<file path="config.mk">
export PLATFORM = sky130hd
export DESIGN_NAME = mem_arbiter
export DESIGN_NICKNAME = d
export VERILOG_FILES = /design/src/rtl/mem_arbiter.sv
export SDC_FILE = /design/constraint.sdc
export NUM_CORES = 1
export LEC_CHECK = 0
export CAP_MARGIN = 10
export CORE_MARGIN = 2
export CORE_UTILIZATION = 35
export DETAILED_ROUTE_END_ITERATION = 12
export PLACE_DENSITY = 0.71
export SLEW_MARGIN = 15
export SYNTH_ARGS = -nofsm -noshare
export SYNTH_HDL_FRONTEND = slang
export SYNTH_SLANG_ARGS = --single-unit
</file>
<file path="constraint.sdc">
create_clock -name clk -period 2.5 [get_ports clk]
set_input_delay 0.5 -clock clk [delete_from_list [all_inputs] [get_ports clk]]
set_output_delay 0.5 -clock clk [all_outputs]
set_load 0.05 [all_outputs]
</file>
<file path="src/rtl/mem_arbiter.sv">
// mem_arbiter: two-requester arbiter and sequencer for a shared synchronous memory.
// Define MEM_ARB_RR_EN for round-robin tie breaking; otherwise requester 0 has fixed priority.
module mem_arbiter #(
  parameter int ADDR_W = 8,
  parameter int DATA_W = 8
) (
  input  logic              clk,
  input  logic              rst_n,
  input  logic              req0,
  input  logic              req1,
  input  logic              rw0,
  input  logic              rw1,
  input  logic [ADDR_W-1:0] addr0,
  input  logic [ADDR_W-1:0] addr1,
  input  logic [DATA_W-1:0] wdata0,
  input  logic [DATA_W-1:0] wdata1,
  output logic              ack0,
  output logic              ack1,
  output logic [DATA_W-1:0] rdata0,
  output logic [DATA_W-1:0] rdata1,
  output logic              mem_en,
  output logic              mem_rw,
  output logic [ADDR_W-1:0] mem_addr,
  output logic [DATA_W-1:0] mem_wdata,
  input  logic [DATA_W-1:0] mem_rdata
);

  typedef enum logic [1:0] {
    IDLE    = 2'd0,
    ISSUE   = 2'd1,
    CAPTURE = 2'd2,
    ACK     = 2'd3
  } state_t;

  state_t state_r;
  logic   win_r;
  logic   gnt_any_s;
  logic   gnt1_s;
`ifdef MEM_ARB_RR_EN
  logic   last_gnt_r;
`endif

  // Winner selection, only consumed while the sequencer sits in IDLE
  always_comb begin
    gnt_any_s = req0 | req1;
`ifdef MEM_ARB_RR_EN
    if (req0 && req1) begin
      gnt1_s = ~last_gnt_r;
    end else begin
      gnt1_s = req1;
    end
`else
    if (req0) begin
      gnt1_s = 1'b0;
    end else begin
      gnt1_s = req1;
    end
`endif
  end

  // Access sequencer; every output is a register written here
  always_ff @(posedge clk) begin
    if (!rst_n) begin
      state_r   <= IDLE;
      win_r     <= 1'b0;
      mem_en    <= 1'b0;
      mem_rw    <= 1'b0;
      mem_addr  <= {ADDR_W{1'b0}};
      mem_wdata <= {DATA_W{1'b0}};
      ack0      <= 1'b0;
      ack1      <= 1'b0;
      rdata0    <= {DATA_W{1'b0}};
      rdata1    <= {DATA_W{1'b0}};
`ifdef MEM_ARB_RR_EN
      last_gnt_r <= 1'b1;
`endif
    end else begin
      case (state_r)
        IDLE: begin
          ack0 <= 1'b0;
          ack1 <= 1'b0;
          if (gnt_any_s) begin
            win_r     <= gnt1_s;
            mem_en    <= 1'b1;
            mem_rw    <= gnt1_s ? rw1 : rw0;
            mem_addr  <= gnt1_s ? addr1 : addr0;
            mem_wdata <= gnt1_s ? wdata1 : wdata0;
`ifdef MEM_ARB_RR_EN
            last_gnt_r <= gnt1_s;
`endif
            state_r   <= ISSUE;
          end else begin
            mem_en  <= 1'b0;
            state_r <= IDLE;
          end
        end
        ISSUE: begin
          mem_en <= 1'b0;
          if (mem_rw) begin
            ack0    <= ~win_r;
            ack1    <= win_r;
            state_r <= ACK;
          end else begin
            state_r <= CAPTURE;
          end
        end
        CAPTURE: begin
          // Memory read data is valid in this cycle only
          if (win_r) begin
            rdata1 <= mem_rdata;
          end else begin
            rdata0 <= mem_rdata;
          end
          ack0    <= ~win_r;
          ack1    <= win_r;
          state_r <= ACK;
        end
        ACK: begin
          ack0    <= 1'b0;
          ack1    <= 1'b0;
          state_r <= IDLE;
        end
        default: begin
          mem_en  <= 1'b0;
          ack0    <= 1'b0;
          ack1    <= 1'b0;
          state_r <= IDLE;
        end
      endcase
    end
  end

endmodule
</file>
# Yosys cells after proc, flatten, opt, wreduce, memory -nomap -nowiden
# Index checks and enable logic that the tools add are counted.
dict set report op_classes {
  addsub 0
  mul 0
  div 0
  order_cmp 0
  eq_ne 4
  n_shift 0
  mux 13
  bitwise 2
  reduce_logical 6
}
# operator count
set ops {}
lappend ops {{$mux 8} 2}
lappend ops {{$pmux 2 s4} 1}
lappend ops {{$mux 1} 7}
lappend ops {{$pmux 1 s3} 2}
lappend ops {{$reduce_and 2->1} 3}
lappend ops {{$eq 2x2->1 const B} 2}
lappend ops {{$eq 2x1->1 const B} 1}
lappend ops {{$logic_not 2->1} 1}
lappend ops {{$ne 2x2->1 const B} 1}
lappend ops {{$pmux 1 s2} 1}
lappend ops {{$reduce_bool 2->1} 1}
lappend ops {{$reduce_or 2->1} 1}
lappend ops {{$not 1->1} 1}
lappend ops {{$or 1x1->1} 1}
dict set report word_totals {
  reg_bits 39
  latch_bits 0
  ramBits 0
  rom_bits 0
  out_inout_bits 36
  mem_count 0
}

# Longest topological paths before layout
# Gate-level depths: netlist of the first run.
dict set report depth {
  word_depth 3
  ltp_mapped 6
}

# Worst setup path after synthesis of the first run
# Ideal clock, no wire load.
dict set report synth_path {
  path_kind {register -> register}
  from {register state_r[0]}
  to {register mem_addr[0]}
  setup_ps 137
  arrival_time_ps 1120
  slack_ps 1243
  path_stages_with_launch 6
  path_buffers 1
  period_less_slack_ps 1257
  path_cell_list {dfxtp_1 inv_1 ha_1 o21a_2 clkbuf_1 a31oi_1}
}
dict set report synth_via {
  elab_chain_len 2
}
# item line_no
set synth_rtl {}
lappend synth_rtl {{from (decl)} 35} ;# state_t state_r;
lappend synth_rtl {{from (signal assigned)} 64} ;# state_r <= IDLE;
lappend synth_rtl {{from (signal assigned)} 91} ;# state_r <= ISSUE;
lappend synth_rtl {{from (signal assigned)} 94} ;# state_r <= IDLE;
lappend synth_rtl {{$logic_not 2->1} 78} ;# case (state_r)
lappend synth_rtl {{$reduce_and 2->1 (no line)} -}
lappend synth_rtl {{to (signal assigned)} 68} ;# mem_addr <= {ADDR_W{1'b0}};
lappend synth_rtl {{to (signal assigned)} 86} ;# mem_addr <= gnt1_s ? addr1 : addr0;
lappend synth_rtl {{to (decl)} 23} ;# output logic [ADDR_W-1:0] mem_addr,
# Every way passes these cells.
# A chain may end at the register's enable or synchronous reset.

# Worst setup path after layout of the first run
dict set report layout_path {
  from {register mem_rw}
  to {output port mem_rw}
}
# item line_no
set layout_rtl {}
lappend layout_rtl {{from (decl)} 22} ;# output logic mem_rw,
lappend layout_rtl {{from (signal assigned)} 85} ;# mem_rw <= gnt1_s ? rw1 : rw0;
# No word-level cell between the ends.

==> summary.md, run 1 <==
| Metric | Value |
|---|---|
| Status | `completed` |
| Distinct cells, synth | `22` |
| Drt initial violations | `28` |
| Congestion Overflow GR | `0` |
| DRC Markers | `0` |
| Filler cells | `417` |
| Post-CTS resize count | `0` |
| Reg area | `780.7 um^2` |
| Final WS setup | `0.5012 ns` |
| Hold_buf cts | `0` |
| Post-Synthesis Cells | `approximately 190` |
| Syn Nets | `241` |
| Commonest cells in the netlist | `nand2_1, dfxtp_1, a31oi_1` |
| Max Root-Sink Buffers | `2` |
| Die area | `5239 um^2` |
| Fin Clk Skew | `0.002565 ns` |
| Reg clk slew, reported paths | `around 0.07 ns` |
| I/O Pins | `slightly above 80` |
| CP required | `2.00 ns` |
| Area contributors post-synth | `dfxtp_1, nand2_1, a31oi_1, mux2i_1, o21ai_0` |
| Total wire length | `3.957 mm` |
| Largest net degree at the start of global routing | `40` |
| Crit path max fanout | `5` |
| Core area | `4444 um^2` |
| Post-CTS setup buffer count | `0` |
| Critical-path top delay cell | `clkdlybuf4s50_1` |
| Synth Register Bits | `39` |
| Synth top area share | `47.71%` |
| Routed len/inst | `12.37 um` |
| Row cnt | `24` |
| Worst Path Arrival | `1.50 ns` |
| EDFF count, synth | `0` |
| Fin crit share | `79.95%` |
| Async SR Flop Fraction | `0%` |
| Final Hold Viols | `0` |
| Predominant post-synthesis flop cell | `dfxtp_1` |
| Peak VDD IR | `0.3764 mV` |
| Yosys warns | `0` |
| Sequential area share after synthesis | `47.71%` |
| DIE WIDTH | `72.38 um` |
| Footprint of the multi-input gates | `765.7 um^2` |
| Util after Layout | `57.07%` |
| Critical path class | `register to output pin` |
| Max Slew Vio Count | `0` |
| # diodes | `0` |
| Placed Cells | `314` |
| All-Layer GR Usage | `between 10% and 20%` |
| Area leader, netlist | `dfxtp_1` |
| RSZ-0062 raised after global routing | `no` |
| Minimum clock period | `1.999 ns` |
| DR vias | `1556` |
| First-pass GRT wire length | `6.472 mm` |
| P_leak | `between 0.9 and 1 nW` |
| Number of global-route vias before repair | `1448` |
| Final setup fails | `0` |
| Non-Filler Instances | `320` |
| CTS Buf Count | `5` |
| Final hold slack | `between 0.4 and 0.5 ns` |
| DR pass1 iterations | `4` |
| Slew headroom | `64.15%` |
| Setup TNS | `0 ns` |
| CTS H-Tree Depth | `2` |
| GP Congestion | `0.7311` |
| Share of layout cells above drive strength 1 | `~3.7%` |
| Worst-Skew Late Latency | `0.28 ns` |
| Fin nets | `319` |
| Die Y | `roughly 72 um` |
| Worst hold path type | `register to register` |
| Initial Util | `a little under two fifths` |
| DRT antenna net count | `0` |
| CP max stage delay | `0.82 ns` |
| Antenna violations before repair | `0` |
| Clock Tree Root | `clkbuf_8` |
| CP top delay family | `buffers and inverters` |
| Synthesis-to-layout area growth | `54.97%` |
| Mean post-synth cell area | `8.568 um^2` |
| CP endpoint kind | `output pin` |
| Max-Cap Viols | `0` |
| DP Worst Slack | `about 0.55 ns` |
| Mapped cell area | `between 1500 and 2000 um^2` |
| Clock Sinks | `39` |
| Worst slew pin tran | `~0.54 ns` |
| Worst Path Buf+Inv | `1` |
| Dpl hpwl | `2.878 mm` |
| Port Buffer Count | `81` |
| Vias per cell | `between 4 and 5` |
| Max Freq | `0.5003 GHz` |
| P per Cell Area | `770.9 nW/um^2` |
| Count leader, synth | `nand2_1` |
| Startpoint Class | `register` |
| CP cell instances | `clkdlybuf4s50_1` |
| TritonCTS clock tree | `built` |
==> placed cells by master (no fill, tap or decap), drive strengths merged <==
master	count
nor2	1
o21a	1
clkdlybuf4s50	81
nand2b	3
ha	4
nor2b	11
buf	4
nand3	9
a21boi	9
o21ai	19
inv	3
mux2i	9
nand3b	1
and2	2
nand2	45
clkbuf	6
dfxtp	39
a21oi	3
a31oi	17
nor3b	1
==> metrics by stage <==
| step | power (mW) | area (um^2) |
|---|---|---|
| after floorplan | 1.309 | 1637 |
| after global placement | 1.586 | 2464 |
| after detailed placement | 1.592 | 2464 |
| after CTS | 1.978 | 2536 |
| after global routing | 2.056 | 2536 |
| final | 1.955 | 2536 |
==> worst paths after layout <==
path	startpoint	cells after the start	slack, ns	endpoint
max	mem_rw	1	0.50	mem_rw
min	rdata1[7]	2	0.47	rdata1[7]
max reg2reg	state_r[0]	5	0.87	rdata0[3]
min reg2reg	rdata1[7]	2	0.47	rdata1[7]
==> state kept, by name (all words and copies together) (netlist names) <==
| signal | count |
|---|---|
| ack0 | 1 |
| ack1 | 1 |
| mem_addr | 8 |
| mem_en | 1 |
| mem_rw | 1 |
| mem_wdata | 8 |
| rdata0 | 8 |
| rdata1 | 8 |
| state_r | 2 |
| win_r | 1 |
==> layout make-up <==
| class | instances | area share, % |
|---|---|---|
| clock buffer | 6 | 2.861 |
| inverter | 3 | 0.4440 |
| multi-input combinational | 135 | 30.19 |
| sequential | 39 | 30.78 |
| tap | 52 | 2.565 |
| timing repair buffer | 85 | 33.15 |
==> tightest hold or removal path, stage by stage (launching register included) <==
cell      delay (ns)
dfxtp_1         0.31
nand2_1         0.05
a21boi_0        0.06
==> layer usage <==
metal | part of all wire (%) | track usage, % | vias up
li1 | - | - | 800
met1 | 46 | 19.35 | 673
met2 | 42 | 24.57 | 77
met3 | 11 | 7.083 | 6
met4 | 1.3 | 4.938 | 0
met5 | 0 | 0 | -
==> kinds of logic after synthesis <==
kind of cell,count (synthesis),synth area share (%)
flip-flops,39,47.71
adder cells (fa/ha/maj),4,3.058
AO/OA/AOI/OAI,49,17.89
buffers and inverters,17,5.505
multiplexers,9,5.505
AND/OR/NAND/NOR,73,20.34
==> where the power goes <==
group / total, mW / internal [mW] / switching [mW]
clock: 0.381 / 0.186 / 0.195
combinational: 0.809 / 0.306 / 0.502
sequential: 0.766 / 0.715 / 0.0504
Power figures use the tool's default switching activity.
==> run 2, diff against run 1 <==
==> constraint.sdc (replaced) <==
create_clock -name clk -period 1.9 [get_ports clk]
set_input_delay 0.38 -clock clk [delete_from_list [all_inputs] [get_ports clk]]
set_output_delay 0.38 -clock clk [all_outputs]
set_load 0.05 [all_outputs]
==> run 2 against run 1 <==
  * Non-clock buffer count up 3
  * Sequential power up 31%
  * Largest power group unchanged
  * Critical path depth unchanged
  * Worst setup slack worse by 0.42 ns
  * Global-route usage up 0.83 points
==> summary.md, run 2 (same netlist as run 1, synthesis figures left out) <==
| Metric | Value |
|---|---|
| Status | `completed (unchanged)` |
| P per Cell Area | `1042 nW/um^2 (was 770.9 nW/um^2)` |
| Peak VDD IR | `0.5288 mV (was 0.3764 mV)` |
| Antenna violations before repair | `0 (unchanged)` |
| Worst slew pin tran | `0.5446 ns (was 0.5378 ns)` |
| Minimum clock period | `~1.8 ns` |
| Share of layout cells above drive strength 1 | `7.692% (was 3.731%)` |
| GP Congestion | `0.7923 (was 0.7311)` |
| Post-CTS setup buffer count | `0 (unchanged)` |
| Worst-Skew Late Latency | `0.28 ns (about the same)` |
| Dpl hpwl | `2.879 mm (was 2.878 mm)` |
| Clock Tree Root | `clkbuf_8 (unchanged)` |
| Commonest cells after routing, fill and taps aside | `clkdlybuf4s50_1, nand2_1, dfxtp_1 (unchanged)` |
| CP cell instances | `clkdlybuf4s50_1 (unchanged)` |
| Die area | `5239 um^2 (unchanged)` |
| Crit path max fanout | `2 (was 5)` |
| DR pass1 iterations | `4 (unchanged)` |
| CTS Buf Count | `5 (unchanged)` |
| Worst hold path type | `register to register (unchanged)` |
| Startpoint Class | `register (unchanged)` |
| Max Slew Vio Count | `0 (unchanged)` |
| Post-CTS resize count | `0 (unchanged)` |
| Row cnt | `24 (unchanged)` |
| Filler cells | `424 (was 417)` |
| Worst Path Arrival | `1.44 ns (was 1.50 ns)` |
| RSZ-0062 raised after global routing | `no (unchanged)` |
| Reg clk slew, reported paths | `0.07 ns (about the same)` |
| Die Y | `72.38 um (unchanged)` |
| CTS H-Tree Depth | `2 (unchanged)` |
| All-Layer GR Usage | `16.52% (was 15.69%)` |
| Max-Cap Viols | `0 (unchanged)` |
| CP top delay family | `buffers and inverters (unchanged)` |
| Largest net degree at the start of global routing | `40 (unchanged)` |
| Routed len/inst | `12.36 um (was 12.37 um)` |
| Synthesis-to-layout area growth | `57.87% (was 54.97%)` |
| # diodes | `0 (unchanged)` |
| Max Root-Sink Buffers | `2 (unchanged)` |
| Drt initial violations | `102 (was 28)` |
| Core area | `4444 um^2 (unchanged)` |
| Number of global-route vias before repair | `1478 (was 1448)` |
| Clock Sinks | `39 (unchanged)` |
| Flop2flop setup slack | `0.47 ns (was 0.87 ns)` |
| Vias per cell | `4.775 (was 4.863)` |
| Slew headroom | `63.69% (was 64.15%)` |
| DR vias | `1552 (was 1556)` |
| Total wire length | `4.018 mm (was 3.957 mm)` |
| CP max stage delay | `0.81 ns (was 0.82 ns)` |
| Congestion Overflow GR | `0 (unchanged)` |
| Reg2Reg Depth | `5 (unchanged)` |
| R2r startpoint | `state_r[0] (unchanged)` |
| Final hold slack | `0.4660 ns (was 0.4672 ns)` |
| Critical-path top delay cell | `clkdlybuf4s50_1 (unchanged)` |
| Hold Path Stages | `2 (unchanged)` |
| I/O Pins | `82 (unchanged)` |
| First-pass GRT wire length | `6.706 mm (was 6.472 mm)` |
| Fin crit share | `a little over nine tenths` |
| Critical path class | `register to output pin (unchanged)` |
| Worst Path Buf+Inv | `1 (unchanged)` |
| Reg2reg end | `rdata0[2] (was rdata0[3])` |
| DRC Markers | `0 (unchanged)` |
| Initial Util | `36.82% (unchanged)` |
| DIE WIDTH | `72.38 um (unchanged)` |
| Hold_buf cts | `0 (unchanged)` |
| Final setup fails | `0 (unchanged)` |
| Port Buffer Count | `81 (unchanged)` |
| CP endpoint kind | `output pin (unchanged)` |
| Hold Path Sink | `rdata1[0] (was rdata1[7])` |
| Fin Clk Skew | `0.002096 ns (was 0.002565 ns)` |
| DRT antenna net count | `0 (unchanged)` |
| P_leak | `1.032 nW (was 0.9881 nW)` |
| CP required | `1.52 ns (was 2.00 ns)` |
| Setup TNS | `0 ns (unchanged)` |
| Most common cell after layout, fill and taps aside | `clkdlybuf4s50_1 (unchanged)` |
| Final Hold Viols | `0 (unchanged)` |
| Max Freq | `0.5496 GHz` |
| Hold wc startpoint | `rdata1[0] (was rdata1[7])` |
| Fin nets | `322 (was 319)` |
| TritonCTS clock tree | `built (unchanged)` |
==> run 2: cell count changes in the layout (fill, tap and decap cells not counted) <==
cell,change
buf_12,+1
buf_4,+8
clkdlybuf4s50_1,-6
clkbuf_8,+2
==> run 2: layout make-up <==
type	instances	area, um^2	area share, %
clock buffer	8	100.1	3.874
inverter	3	11.26	0.4358
multi-input combinational	135	765.7	29.64
sequential	39	780.7	30.22
tap	52	65.06	2.518
timing repair buffer	88	860.8	33.32
==> run 2: worst max path at each step <==
stage | from | to | slack (ns) | depth (start not counted)
finish | rdata1[2] | rdata1[2] | 0.08 | 1
global route | mem_addr[5] | mem_addr[5] | 0.007 | 1
CTS | rdata0[3] | rdata0[3] | 0.06 | 1
detailed placement | req1 | mem_wdata[3] | 0.25 | 5
global placement | req1 | mem_addr[1] | 0.30 | 5
floorplan | state_r[0] | mem_addr[0] | 0.64 | 5
==> run 2: per-layer routing <==
| layer | vias to the layer above | share of wire, % | track usage [%] |
|---|---|---|---|
| met4 | 0 | 1.7 | 7.407 |
| li1 | 809 | - | - |
| met5 | - | 0 | 0 |
| met1 | 666 | 46 | 21.46 |
| met2 | 72 | 41 | 23.85 |
| met3 | 5 | 11 | 6.944 |
==> run 2: power by group <==
part	total (mW)	switching, mW	internal (mW)	leakage, nW
Combinational	1.08	0.666	0.418	0.661
Sequential	1.00	0.0613	0.941	0.320
Clock	0.605	0.273	0.331	0.0515
==> run 2: through the flow <==
stage	utilization [%]	total power, mW	instance area [um^2]	instances	setup WS [ns]
floorplan	-	1.723	1637	191	0.6430
global placement	55.88	2.105	2484	317	0.2988
detailed placement	55.88	2.112	2484	317	0.2532
CTS	58.14	2.727	2584	325	0.06332
global route	58.14	2.859	2584	325	0.007196
finish	58.14	2.691	2584	325	0.08048
